## config.mk

```make
export PLATFORM = sky130hd
export DESIGN_NAME = rle_encoder
export DESIGN_NICKNAME = d
export VERILOG_FILES = /design/src/rtl/rle_encoder.sv
export SDC_FILE = /design/constraint.sdc
export NUM_CORES = 1
export LEC_CHECK = 0
export CORE_ASPECT_RATIO = 1.5
export CORE_MARGIN = 4
export CORE_UTILIZATION = 50
export DETAILED_ROUTE_END_ITERATION = 10
export PLACE_DENSITY_LB_ADDON = 0.2
export SETUP_SLACK_MARGIN = 0.2
export SYNTH_ARGS = -nofsm -noshare
export SYNTH_HDL_FRONTEND = slang
export SYNTH_SLANG_ARGS = --single-unit
```

## constraint.sdc

```tcl
create_clock -name clk -period 5.7 [get_ports clk]
set_input_delay 1.14 -clock clk [delete_from_list [all_inputs] [get_ports clk]]
set_output_delay 1.14 -clock clk [all_outputs]
set_load 0.01 [all_outputs]
```

## src/rtl/rle_encoder.sv

```systemverilog
// rle_encoder
//   Entropy-prep stage for the JPEG encoder. Takes 64 quantised coefficients
//   per block in zigzag order and produces run/size/amplitude symbols: one
//   DC difference symbol against a per-component predictor, AC run-length
//   symbols with ZRL (15,0) insertion, and EOB (0,0) when the block ends in
//   zeros.
//
//   Optional feature: define RLE_LAST_FLAG_EN to add out_last, which marks the
//   final symbol of each block (EOB, or the symbol of coefficient 63).
//
// Ports
//   clk, rst          clock; synchronous active-high reset
//   ena_in, rdy_out   input handshake (ena_in only while rdy_out is high)
//   in                coefficient, signed, zigzag order
//   comp              component index, sampled with coefficient 0 only
//   dc_clr            clear all DC predictors (restart marker)
//   ena_out, rdy_in   output handshake (ena_out = out_valid && rdy_in)
//   out_run           zero run (0 for DC)
//   out_size          size category
//   out_amp           amplitude bits, LSB-aligned, upper bits zero
//   out_dc            symbol is the DC symbol
//   out_last          (RLE_LAST_FLAG_EN only) last symbol of the block
module rle_encoder #(
  parameter int COEF_W = 11,
  parameter int NCOMP  = 3
) (
  input  logic              clk,
  input  logic              rst,
  input  logic              ena_in,
  output logic              rdy_out,
  input  logic [COEF_W-1:0] in,
  input  logic [1:0]        comp,
  input  logic              dc_clr,
  output logic              ena_out,
  input  logic              rdy_in,
  output logic [3:0]        out_run,
  output logic [3:0]        out_size,
  output logic [COEF_W-1:0] out_amp,
  output logic              out_dc
`ifdef RLE_LAST_FLAG_EN
  ,
  output logic              out_last
`endif
);

  localparam logic [0:0] ST_ACCEPT = 1'b0;
  localparam logic [0:0] ST_FLUSH  = 1'b1;

  // Size category: bit length of |v|, 0 for v == 0.
  function automatic logic [3:0] size_cat(input logic signed [COEF_W:0] v);
    logic [COEF_W:0] mag;
    logic [3:0]      c;
    mag = v[COEF_W] ? -v : v;
    c   = '0;
    for (int unsigned i = 0; i < COEF_W + 1; i++) begin
      if (mag[i]) c = 4'(i + 1);
    end
    return c;
  endfunction

  // Amplitude bits: v when positive, else the low c bits of v-1.
  function automatic logic [COEF_W-1:0] amp_bits(input logic signed [COEF_W:0] v,
                                                 input logic [3:0]             c);
    logic [COEF_W:0] t;
    logic [COEF_W:0] mask;
    t    = (!v[COEF_W] && (v != '0)) ? v : v + {(COEF_W+1){1'b1}};
    mask = ~({(COEF_W+1){1'b1}} << c);
    t    = t & mask;
    return t[COEF_W-1:0];
  endfunction

  logic [0:0]        state_q, state_d;
  logic [5:0]        idx_q, idx_d;
  logic [3:0]        run_q, run_d;
  logic [1:0]        zrl_pend_q, zrl_pend_d;
  logic              out_valid_q, out_valid_d;
  logic [3:0]        out_run_q, out_run_d;
  logic [3:0]        out_size_q, out_size_d;
  logic [COEF_W-1:0] out_amp_q, out_amp_d;
  logic              out_dc_q, out_dc_d;
  logic [3:0]        hold_run_q, hold_run_d;
  logic [3:0]        hold_size_q, hold_size_d;
  logic [COEF_W-1:0] hold_amp_q, hold_amp_d;
  logic [COEF_W-1:0] pred_q [NCOMP];
  logic [COEF_W-1:0] pred_d [NCOMP];
`ifdef RLE_LAST_FLAG_EN
  logic              out_last_q, out_last_d;
  logic              hold_last_q, hold_last_d;
  logic              e_last;
`endif

  logic                     slot_free;
  logic                     accept;
  logic [1:0]               comp_sel;
  logic [COEF_W-1:0]        pred_sel;
  logic signed [COEF_W:0]   dc_diff;
  logic signed [COEF_W:0]   ac_val;
  logic [3:0]               dc_size, ac_size;
  logic [COEF_W-1:0]        dc_amp, ac_amp;
  logic                     emit;
  logic [3:0]               e_run, e_size;
  logic [COEF_W-1:0]        e_amp;
  logic                     e_dc;

  assign slot_free = !out_valid_q || rdy_in;
  assign rdy_out   = (state_q == ST_ACCEPT) && slot_free;
  assign accept    = ena_in && rdy_out;
  assign ena_out   = out_valid_q && rdy_in;
  assign out_run   = out_run_q;
  assign out_size  = out_size_q;
  assign out_amp   = out_amp_q;
  assign out_dc    = out_dc_q;
`ifdef RLE_LAST_FLAG_EN
  assign out_last  = out_last_q;
`endif

  // Out-of-range component indices share predictor 0.
  assign comp_sel = (int'(comp) < NCOMP) ? comp : 2'd0;
  // A restart marker on the DC cycle makes the difference use a zero predictor.
  assign pred_sel = dc_clr ? '0 : pred_q[comp_sel];
  assign dc_diff  = $signed({in[COEF_W-1], in}) - $signed({pred_sel[COEF_W-1], pred_sel});
  assign ac_val   = $signed({in[COEF_W-1], in});
  assign dc_size  = size_cat(dc_diff);
  assign dc_amp   = amp_bits(dc_diff, dc_size);
  assign ac_size  = size_cat(ac_val);
  assign ac_amp   = amp_bits(ac_val, ac_size);

  always_comb begin
    state_d     = state_q;
    idx_d       = idx_q;
    run_d       = run_q;
    zrl_pend_d  = zrl_pend_q;
    out_valid_d = out_valid_q && !rdy_in;
    out_run_d   = out_run_q;
    out_size_d  = out_size_q;
    out_amp_d   = out_amp_q;
    out_dc_d    = out_dc_q;
    hold_run_d  = hold_run_q;
    hold_size_d = hold_size_q;
    hold_amp_d  = hold_amp_q;
    pred_d      = pred_q;
    emit        = 1'b0;
    e_run       = '0;
    e_size      = '0;
    e_amp       = '0;
    e_dc        = 1'b0;
`ifdef RLE_LAST_FLAG_EN
    out_last_d  = out_last_q;
    hold_last_d = hold_last_q;
    e_last      = 1'b0;
`endif

    if (dc_clr) begin
      for (int unsigned i = 0; i < NCOMP; i++) pred_d[i] = '0;
    end

    case (state_q)
      ST_ACCEPT: begin
        if (accept) begin
          idx_d = idx_q + 6'd1;
          if (idx_q == 6'd0) begin
            emit   = 1'b1;
            e_size = dc_size;
            e_amp  = dc_amp;
            e_dc   = 1'b1;
            pred_d[comp_sel] = in;
          end else if (in == '0) begin
            if (idx_q == 6'd63) begin
              // Block ends in zeros: EOB replaces any pending ZRLs.
              emit       = 1'b1;
              run_d      = '0;
              zrl_pend_d = '0;
`ifdef RLE_LAST_FLAG_EN
              e_last     = 1'b1;
`endif
            end else if (run_q == 4'd15) begin
              run_d = '0;
              if (zrl_pend_q != 2'd3) zrl_pend_d = zrl_pend_q + 2'd1;
            end else begin
              run_d = run_q + 4'd1;
            end
          end else if (zrl_pend_q == 2'd0) begin
            emit   = 1'b1;
            e_run  = run_q;
            e_size = ac_size;
            e_amp  = ac_amp;
            run_d  = '0;
`ifdef RLE_LAST_FLAG_EN
            e_last = (idx_q == 6'd63);
`endif
          end else begin
            // ZRLs must go out first; park the symbol until they drain.
            hold_run_d  = run_q;
            hold_size_d = ac_size;
            hold_amp_d  = ac_amp;
            run_d       = '0;
            state_d     = ST_FLUSH;
`ifdef RLE_LAST_FLAG_EN
            hold_last_d = (idx_q == 6'd63);
`endif
          end
        end
      end
      default: begin
        if (slot_free) begin
          emit = 1'b1;
          if (zrl_pend_q != 2'd0) begin
            e_run      = 4'd15;
            zrl_pend_d = zrl_pend_q - 2'd1;
          end else begin
            e_run   = hold_run_q;
            e_size  = hold_size_q;
            e_amp   = hold_amp_q;
            state_d = ST_ACCEPT;
`ifdef RLE_LAST_FLAG_EN
            e_last  = hold_last_q;
`endif
          end
        end
      end
    endcase

    if (emit) begin
      out_valid_d = 1'b1;
      out_run_d   = e_run;
      out_size_d  = e_size;
      out_amp_d   = e_amp;
      out_dc_d    = e_dc;
`ifdef RLE_LAST_FLAG_EN
      out_last_d  = e_last;
`endif
    end
  end

  always_ff @(posedge clk) begin
    if (rst) begin
      state_q     <= ST_ACCEPT;
      idx_q       <= '0;
      run_q       <= '0;
      zrl_pend_q  <= '0;
      out_valid_q <= 1'b0;
      out_run_q   <= '0;
      out_size_q  <= '0;
      out_amp_q   <= '0;
      out_dc_q    <= 1'b0;
      hold_run_q  <= '0;
      hold_size_q <= '0;
      hold_amp_q  <= '0;
      for (int unsigned i = 0; i < NCOMP; i++) pred_q[i] <= '0;
`ifdef RLE_LAST_FLAG_EN
      out_last_q  <= 1'b0;
      hold_last_q <= 1'b0;
`endif
    end else begin
      state_q     <= state_d;
      idx_q       <= idx_d;
      run_q       <= run_d;
      zrl_pend_q  <= zrl_pend_d;
      out_valid_q <= out_valid_d;
      out_run_q   <= out_run_d;
      out_size_q  <= out_size_d;
      out_amp_q   <= out_amp_d;
      out_dc_q    <= out_dc_d;
      hold_run_q  <= hold_run_d;
      hold_size_q <= hold_size_d;
      hold_amp_q  <= hold_amp_d;
      for (int unsigned i = 0; i < NCOMP; i++) pred_q[i] <= pred_d[i];
`ifdef RLE_LAST_FLAG_EN
      out_last_q  <= out_last_d;
      hold_last_q <= hold_last_d;
`endif
    end
  end

endmodule

```

# Word level (Yosys, flattened, before mapping)
# Cells that the tools add are included.
# op_classes
n_lt_le_gt_ge	3
addsub	9
eq_ne	6
n_shift	2
bitwise	9
n_reduce_logical	26
mux	91
# op_table
op	count
$mux W4	39
$mux W11	13
$mux W33	4
$bwmux W33	1
$mux W12	2
$reduce_bool A12 Y1	2
$shl A12 B4 Y11 const A	2
$and A11 B11 Y11	2
$bmux W11 S2	1
$demux W11 S2	1
$not A11 Y11	2
$mux W1	20
$mux W2	10
$neg A11 Y12	1
$neg A12 Y12	1
$sub A11 B11 Y12	1
$add A11 B1 Y11 const B	1
$add A11 B11 Y11 const B	1
$logic_not A11 Y1	1
$logic_and A1 B1 Y1	7
$reduce_and A7 Y1	1
$add A6 B1 Y6 const B	1
$eq A6 B6 Y1 const B	1
$logic_not A6 Y1	1
19 further kinds	30
# totals
out_inout_bits	22
in_bits	18
reg_bits	86
wordCells	161

# Depth between registers and ports, before layout
# depth
word_depth	28
mapped_depth	22
mapped_depth_nobuf	20

# Least setup slack after synthesis
# No wires, ideal clock.
# synth_timing
path_kind	input to register
start	input port comp[1]
end	register out_amp_q[4] (netlist: out_amp[4])
required_time_ns	5.584
cell_stages	20
t_arrival_ns	5.010
path_buffers	1
setup_ns	0.116
slack_ns	0.574
cell_sequence	inv_1 > ha_1 > clkbuf_1 > mux2i_1 > nor2_1 > a31oi_1 > nor2_1 > ha_1 > inv_1 > fa_1 > a211oi_2 > nor2_1 > xnor2_2 > nand3_1 > nor2_1 > o32ai_1 > a21oi_1 > o21ai_1 > or3_1 > a31o_1
# synth_between
elab_chain_len	28
elab_cells_between_ends	33
cone_classes	add/sub (3); order compare (1); shift (1); mux (22); bitwise (3); reduce/logical (3)
# synth_rtl
item	line_no	rtl
start: declaration	32	input logic [1:0] comp,
$lt A2 B2 Y1	118	assign comp_sel = (int'(comp) < NCOMP) ? comp : 2'd0;
$mux W2 (*)	118	
$not A2 Y3 (not written as such) (*)	120	assign pred_sel = dc_clr ? '0 : pred_q[comp_sel];
$bmux W11 S2 (*)	120	
$mux W11 (not written as such) (*) (2 in series)	120	
$mux W11 (*)	120	
$sub A11 B11 Y12 (*)	121	assign dc_diff = $signed({in[COEF_W-1], in}) - $signed({pred_sel[COEF_W-1], pred_sel});
$neg A12 Y12	53	mag = v[COEF_W] ? -v : v;
$mux W12	53	
$mux W1	56	if (mag[i]) c = 4'(i + 1);
$mux W4 (11 in series)	56	
$shl A12 B4 Y11	67	mask = ~({(COEF_W+1){1'b1}} << c);
$not A11 Y11	67	
$and A11 B11 Y11 (*)	68	t = t & mask;
$mux W11 (*)	161	if (idx_q == 6'd0) begin
$mux W11 (*)	159	if (accept) begin
$mux W11 (*)	157	case (state_q)
end signal: assignment	262	out_amp_q <= out_amp_d;
end: declaration	79	logic [COEF_W-1:0] out_amp_q, out_amp_d;
# Every way passes the cells marked *; elsewhere a longest branch is shown, timed or not. The select of a mux whose other input is x is not followed.
# A chain may end at the register's enable or synchronous reset.

# Worst setup path after layout
# layout_timing
start	input port comp[1]
end	register out_amp_q[0] (netlist: out_amp[0])
# Same word-level chain as after synthesis.

==> report_table.html <==
<table>
<tr><th>Metric</th><th>Value</th></tr>
<tr><th colspan="2">Run status</th></tr>
<tr><td>Outcome</td><td>finished clean</td></tr>
<tr><th colspan="2">Clock tree</th></tr>
<tr><td>Quantity of hold-fixing buffers added after cts</td><td>0</td></tr>
<tr><td>Maximum number of buffers from clock root to sink</td><td>2</td></tr>
<tr><td>Clk sink count</td><td>between 80 and 90</td></tr>
<tr><td>Root cell of the clock tree</td><td>clkbuf_16</td></tr>
<tr><td>Number of clock buffers inserted by TritonCTS</td><td>9</td></tr>
<tr><td>Clock Pin Slew Worst Setup and Hold Paths</td><td>approximately 70 ps</td></tr>
<tr><td>CTS tree</td><td>built</td></tr>
<tr><td>Deepest level of the CTS H-tree</td><td>3</td></tr>
<tr><td>Clk_lat worst skew</td><td>between 300 and 400 ps</td></tr>
<tr><th colspan="2">Power</th></tr>
<tr><td>Fraction of power consumed by the clock network</td><td>0.361</td></tr>
<tr><td>Static leakage</td><td>around 2.5 nW</td></tr>
<tr><td>IR drop worst, VDD</td><td>about 0.00023 V</td></tr>
<tr><td>Logic pwr share</td><td>0.271</td></tr>
<tr><td>Sequential power share</td><td>0.368</td></tr>
<tr><td>PD cells</td><td>236 nW/um2</td></tr>
<tr><td>Net switching component of the power</td><td>about 0.57 mW</td></tr>
<tr><td>Sw Share</td><td>0.330</td></tr>
<tr><td>Internal power summed over all cells</td><td>~1.2 mW</td></tr>
<tr><th colspan="2">STA</th></tr>
<tr><td>Unrepaired setup endpoints after global routing</td><td>false</td></tr>
<tr><td>Final count of negative-setup-slack endpoints</td><td>0</td></tr>
<tr><td>Final Hold Vio Count</td><td>0</td></tr>
<tr><td>Transition time at the pin with the least slew margin</td><td>around 1000 ps</td></tr>
<tr><td>Worst-case headroom to the max-slew limit</td><td>0.340</td></tr>
<tr><td>Final cycle utilization of the critical path</td><td>0.920</td></tr>
<tr><td>Minimum period implied by the final worst setup slack</td><td>5250 ps</td></tr>
<tr><td>Smallest hold slack</td><td>~460 ps</td></tr>
<tr><td>Count of final max-slew check failures</td><td>0</td></tr>
<tr><td>Fmax achieved</td><td>around 0.19 GHz</td></tr>
<tr><td>Clock Skew</td><td>13.1 ps</td></tr>
<tr><th colspan="2">Cells and area</th></tr>
<tr><td>Signed area change from the synthesized netlist to the final layout</td><td>16.6%</td></tr>
<tr><td>Sequential cell area</td><td>~1700 um2</td></tr>
<tr><td>Area of the multi-input gates</td><td>between 4000 and 5000 um2</td></tr>
<tr><td>Most frequent cells in the layout</td><td>nand2_1, a21oi_1, dfxtp_1</td></tr>
<tr><td>Final core occ</td><td>0.600</td></tr>
<tr><td>NumNets Final</td><td>a little over 900</td></tr>
<tr><td>Share of post-route cells with drive strength above 1</td><td>0.111</td></tr>
<tr><td>Most common cell after layout, fill and taps aside</td><td>nand2_1</td></tr>
<tr><td>Count of antenna diodes in the layout</td><td>0</td></tr>
<tr><td>Fillers</td><td>1134</td></tr>
<tr><th colspan="2">Floorplan</th></tr>
<tr><td>Core Box Area</td><td>about 12000 um2</td></tr>
<tr><td>Die span in x</td><td>99.3 um</td></tr>
<tr><td>Die outline area</td><td>~14000 um2</td></tr>
<tr><td>Initial core utilization</td><td>0.515</td></tr>
<tr><td>Die height</td><td>~140 um</td></tr>
<tr><td>Rows</td><td>a little under 50</td></tr>
<tr><td>Top-level port count</td><td>40</td></tr>
<tr><th colspan="2">Synthesis</th></tr>
<tr><td>Nets in the synthesized netlist</td><td>895</td></tr>
<tr><td>Flops &amp; latches, synth</td><td>86</td></tr>
<tr><td>Asr flop ratio synth</td><td>0</td></tr>
<tr><td>YS warnings</td><td>0</td></tr>
<tr><td>EDFF count, synth</td><td>0</td></tr>
<tr><td>Share of the yosys chip area belonging to registers</td><td>0.276</td></tr>
<tr><td>Cell area after synthesis</td><td>6250 um2</td></tr>
<tr><td>Synth Flop Type</td><td>dfxtp_1</td></tr>
<tr><td>Count of mapped cells out of synthesis</td><td>854</td></tr>
<tr><td>Mean cell area of the mapped netlist</td><td>between 7 and 8 um2</td></tr>
<tr><td>Netlist cell types</td><td>76</td></tr>
<tr><th colspan="2">Worst hold path</th></tr>
<tr><td>Endpoint of the worst hold path</td><td>hold_amp_q[7]$_SDFFE_PP0P_</td></tr>
<tr><td>Worst Hold Launch</td><td>hold_amp_q[7]$_SDFFE_PP0P_</td></tr>
<tr><td>Kind of path behind the tightest hold check</td><td>register to register</td></tr>
<tr><td>Hold path depth</td><td>2</td></tr>
<tr><th colspan="2">Placement</th></tr>
<tr><td>Global placement routability congestion</td><td>0.927</td></tr>
<tr><td>IO Port Bufs</td><td>39</td></tr>
<tr><td>Total half-perimeter wirelength after legalization and detailed placement</td><td>about 14000 um</td></tr>
<tr><th colspan="2">Detailed routing</th></tr>
<tr><td>Iteration count of the initial detailed-routing pass</td><td>7</td></tr>
<tr><td>Residual DRC</td><td>0</td></tr>
<tr><td>Post-detailed-route wirelength per cell</td><td>18.4 um</td></tr>
<tr><td>Starting DRT DRC Count</td><td>583</td></tr>
<tr><td>Via-per-instance ratio</td><td>between 6 and 7</td></tr>
<tr><td>Vias</td><td>approximately 6.6k</td></tr>
<tr><td>ANT nets after route</td><td>0</td></tr>
<tr><td>Total wire length after detailed routing</td><td>between 15000 and 20000 um</td></tr>
<tr><th colspan="2">Setup path</th></tr>
<tr><td>Capture point of the worst reg-to-reg path</td><td>out_amp[0]$_SDFFE_PP0P_</td></tr>
<tr><td>Sort of element at the end of the critical path</td><td>register</td></tr>
<tr><td>Reg2reg start</td><td>pred_q[22]$_SDFF_PP0_</td></tr>
<tr><td>CP Launch Type</td><td>primary input</td></tr>
<tr><td>Required @ worst endpoint</td><td>between 5000 and 6000 ps</td></tr>
<tr><td>R2R setup slack</td><td>roughly 1800 ps</td></tr>
<tr><td>R2r worst-path depth</td><td>17</td></tr>
<tr><td>Arrival time reported for the critical path endpoint</td><td>roughly 5400 ps</td></tr>
<tr><td>Peak fanout along the critical path</td><td>6</td></tr>
<tr><td>Crit Path Class</td><td>primary input to register</td></tr>
<tr><th colspan="2">GRT</th></tr>
<tr><td>Antenna violations before repair</td><td>0</td></tr>
<tr><td>Grt total ovfl</td><td>0</td></tr>
<tr><td>Number of global-route vias before repair</td><td>~6.4k</td></tr>
<tr><td>Maximum number of pins on one net before global-route repair</td><td>between 80 and 90</td></tr>
<tr><td>First-pass GRT wire length</td><td>slightly above 30000 um</td></tr>
<tr><td>GRT Overall Usage</td><td>0.261</td></tr>
<tr><th colspan="2">Flow run</th></tr>
<tr><td>Maximum capacitance violations</td><td>0</td></tr>
</table>
## logic make-up (layout without fill, tap and decap cells)
logic type | count (synthesis) | after routing | share of synthesized area
mux | 16 | 16 | 0.0258
compound gates | 257 | 257 | 0.267
buf+inv | 83 | 114 | 0.0509
flops | 86 | 86 | 0.276
xor+xnor | 29 | 29 | 0.0419
simple gates | 360 | 360 | 0.292
fa+ha+maj | 23 | 23 | 0.0473
## state kept, by name, summed over array words and instances, names as in the netlist
name	flops
out_valid_q	1
hold_amp_q	11
pred_q	33
zrl_pend_q	2
run_q	4
out_amp	11
out_run	4
state_q	1
out_dc	1
idx_q	6
hold_size_q	4
hold_run_q	4
out_size	4
## how the worst max path moves through the flow
stage | startpoint | endpoint | slack (ps) | depth (start not counted)
after global routing | comp[1] | out_amp[0]$_SDFFE_PP0P_ | 160 | 20
after floorplan | comp[1] | out_amp[4]$_SDFFE_PP0P_ | 570 | 20
after detailed placement | comp[0] | out_amp[6]$_SDFFE_PP0P_ | -0.6 | 18
final | comp[1] | out_amp[0]$_SDFFE_PP0P_ | 450 | 18
after global placement | comp[0] | out_amp[6]$_SDFFE_PP0P_ | 130 | 19
after CTS | comp[0] | out_amp[6]$_SDFFE_PP0P_ | 360 | 18
## worst max-delay path: stages
cell             delay, ps
clkdlybuf4s50_1        510
inv_1                   80
ha_2                   220
buf_4                  170
mux2i_1                110
o21ai_0                160
nand2b_1               130
fa_2                   410
a211oi_4               340
nor4b_1                130
nor3_2                 450
o21a_1                 280
nand2_1                120
o32ai_2                320
a21oi_2                150
nand3b_1               270
o311ai_1               320
a211oi_1               120
## power groups by stage
stage | sequential [mW] | clock [mW] | combinational [mW]
CTS | 0.633 | 0.633 | 0.443
detailed placement | 0.647 | 0 | 0.441
floorplan | 0.649 | 0 | 0.289
finish | 0.634 | 0.622 | 0.466
global placement | 0.647 | 0 | 0.432
global route | 0.636 | 0.657 | 0.504
## area by class of cell
class | count | share of cell area
well taps | 153 | 0.0263
clock inverters | 7 | 0.0119
multi-input cells | 685 | 0.590
clock buffers | 9 | 0.0309
flip-flops and latches | 86 | 0.236
repair buffers | 80 | 0.0952
inverters | 18 | 0.00928
## layer usage
metal,up-vias,global-route usage,share of wire,wire [um]
li1,3137,-,-,-
met1,3162,0.293,0.40,7530
met2,239,0.483,0.52,9950
met3,58,0.0326,0.043,811
met4,0,0.129,0.040,769
met5,-,0,0,0
## repair_timing
| action | CTS | global route |
|---|---|---|
| resized for setup | 0 | 19 |
| setup buffers | 0 | 1 |
| endpoints found under the setup margin | 0 | 15 |
## synthesized netlist by cell type (4+ instances only)
cell      instances  share of area
o211ai_1          5         0.0060
dfxtp_1          86           0.28
ha_1             22          0.044
clkbuf_1         58          0.035
buf_2             5         0.0040
nand3b_1         35          0.042
o21a_1            7         0.0084
and2_1           12          0.012
nand3_1          38          0.030
a222oi_1          6         0.0096
mux2i_1          15          0.024
a21oi_1          98          0.079
and3_1            9         0.0090
o21bai_1          7         0.0084
or2_2             5         0.0050
nor3b_1           5         0.0060
nor2_1           77          0.046
nor3_1           21          0.017
o22ai_1           7         0.0070
a31oi_1          16          0.016
nand2b_1         21          0.021
nand2_1         104          0.062
inv_1            18          0.011
nor4_1            6         0.0060
xor2_1            9          0.013
a21o_1            4         0.0048
xnor2_1          19          0.027
nor2b_1           4         0.0040
a22oi_1           4         0.0048
o21ai_0          40          0.032
a211oi_1          8         0.0096
a221oi_1          6         0.0084
or3_1             8         0.0080
o21ai_1           5         0.0040
## through the flow
stage,cell area (um2),total power [mW],worst slack [ps],setup TNS [ps],instances
2_1_floorplan,6250,0.938,574,0,854
3_3_place_gp,6880,1.08,128,0,1021
3_5_place_dp,6880,1.09,-0.641,-0.641,1021
4_1_cts,7190,1.71,365,0,1037
5_1_grt,7280,1.80,162,0,1038
6_report,7280,1.72,454,0,1038
(Power assumes the default switching activity.)
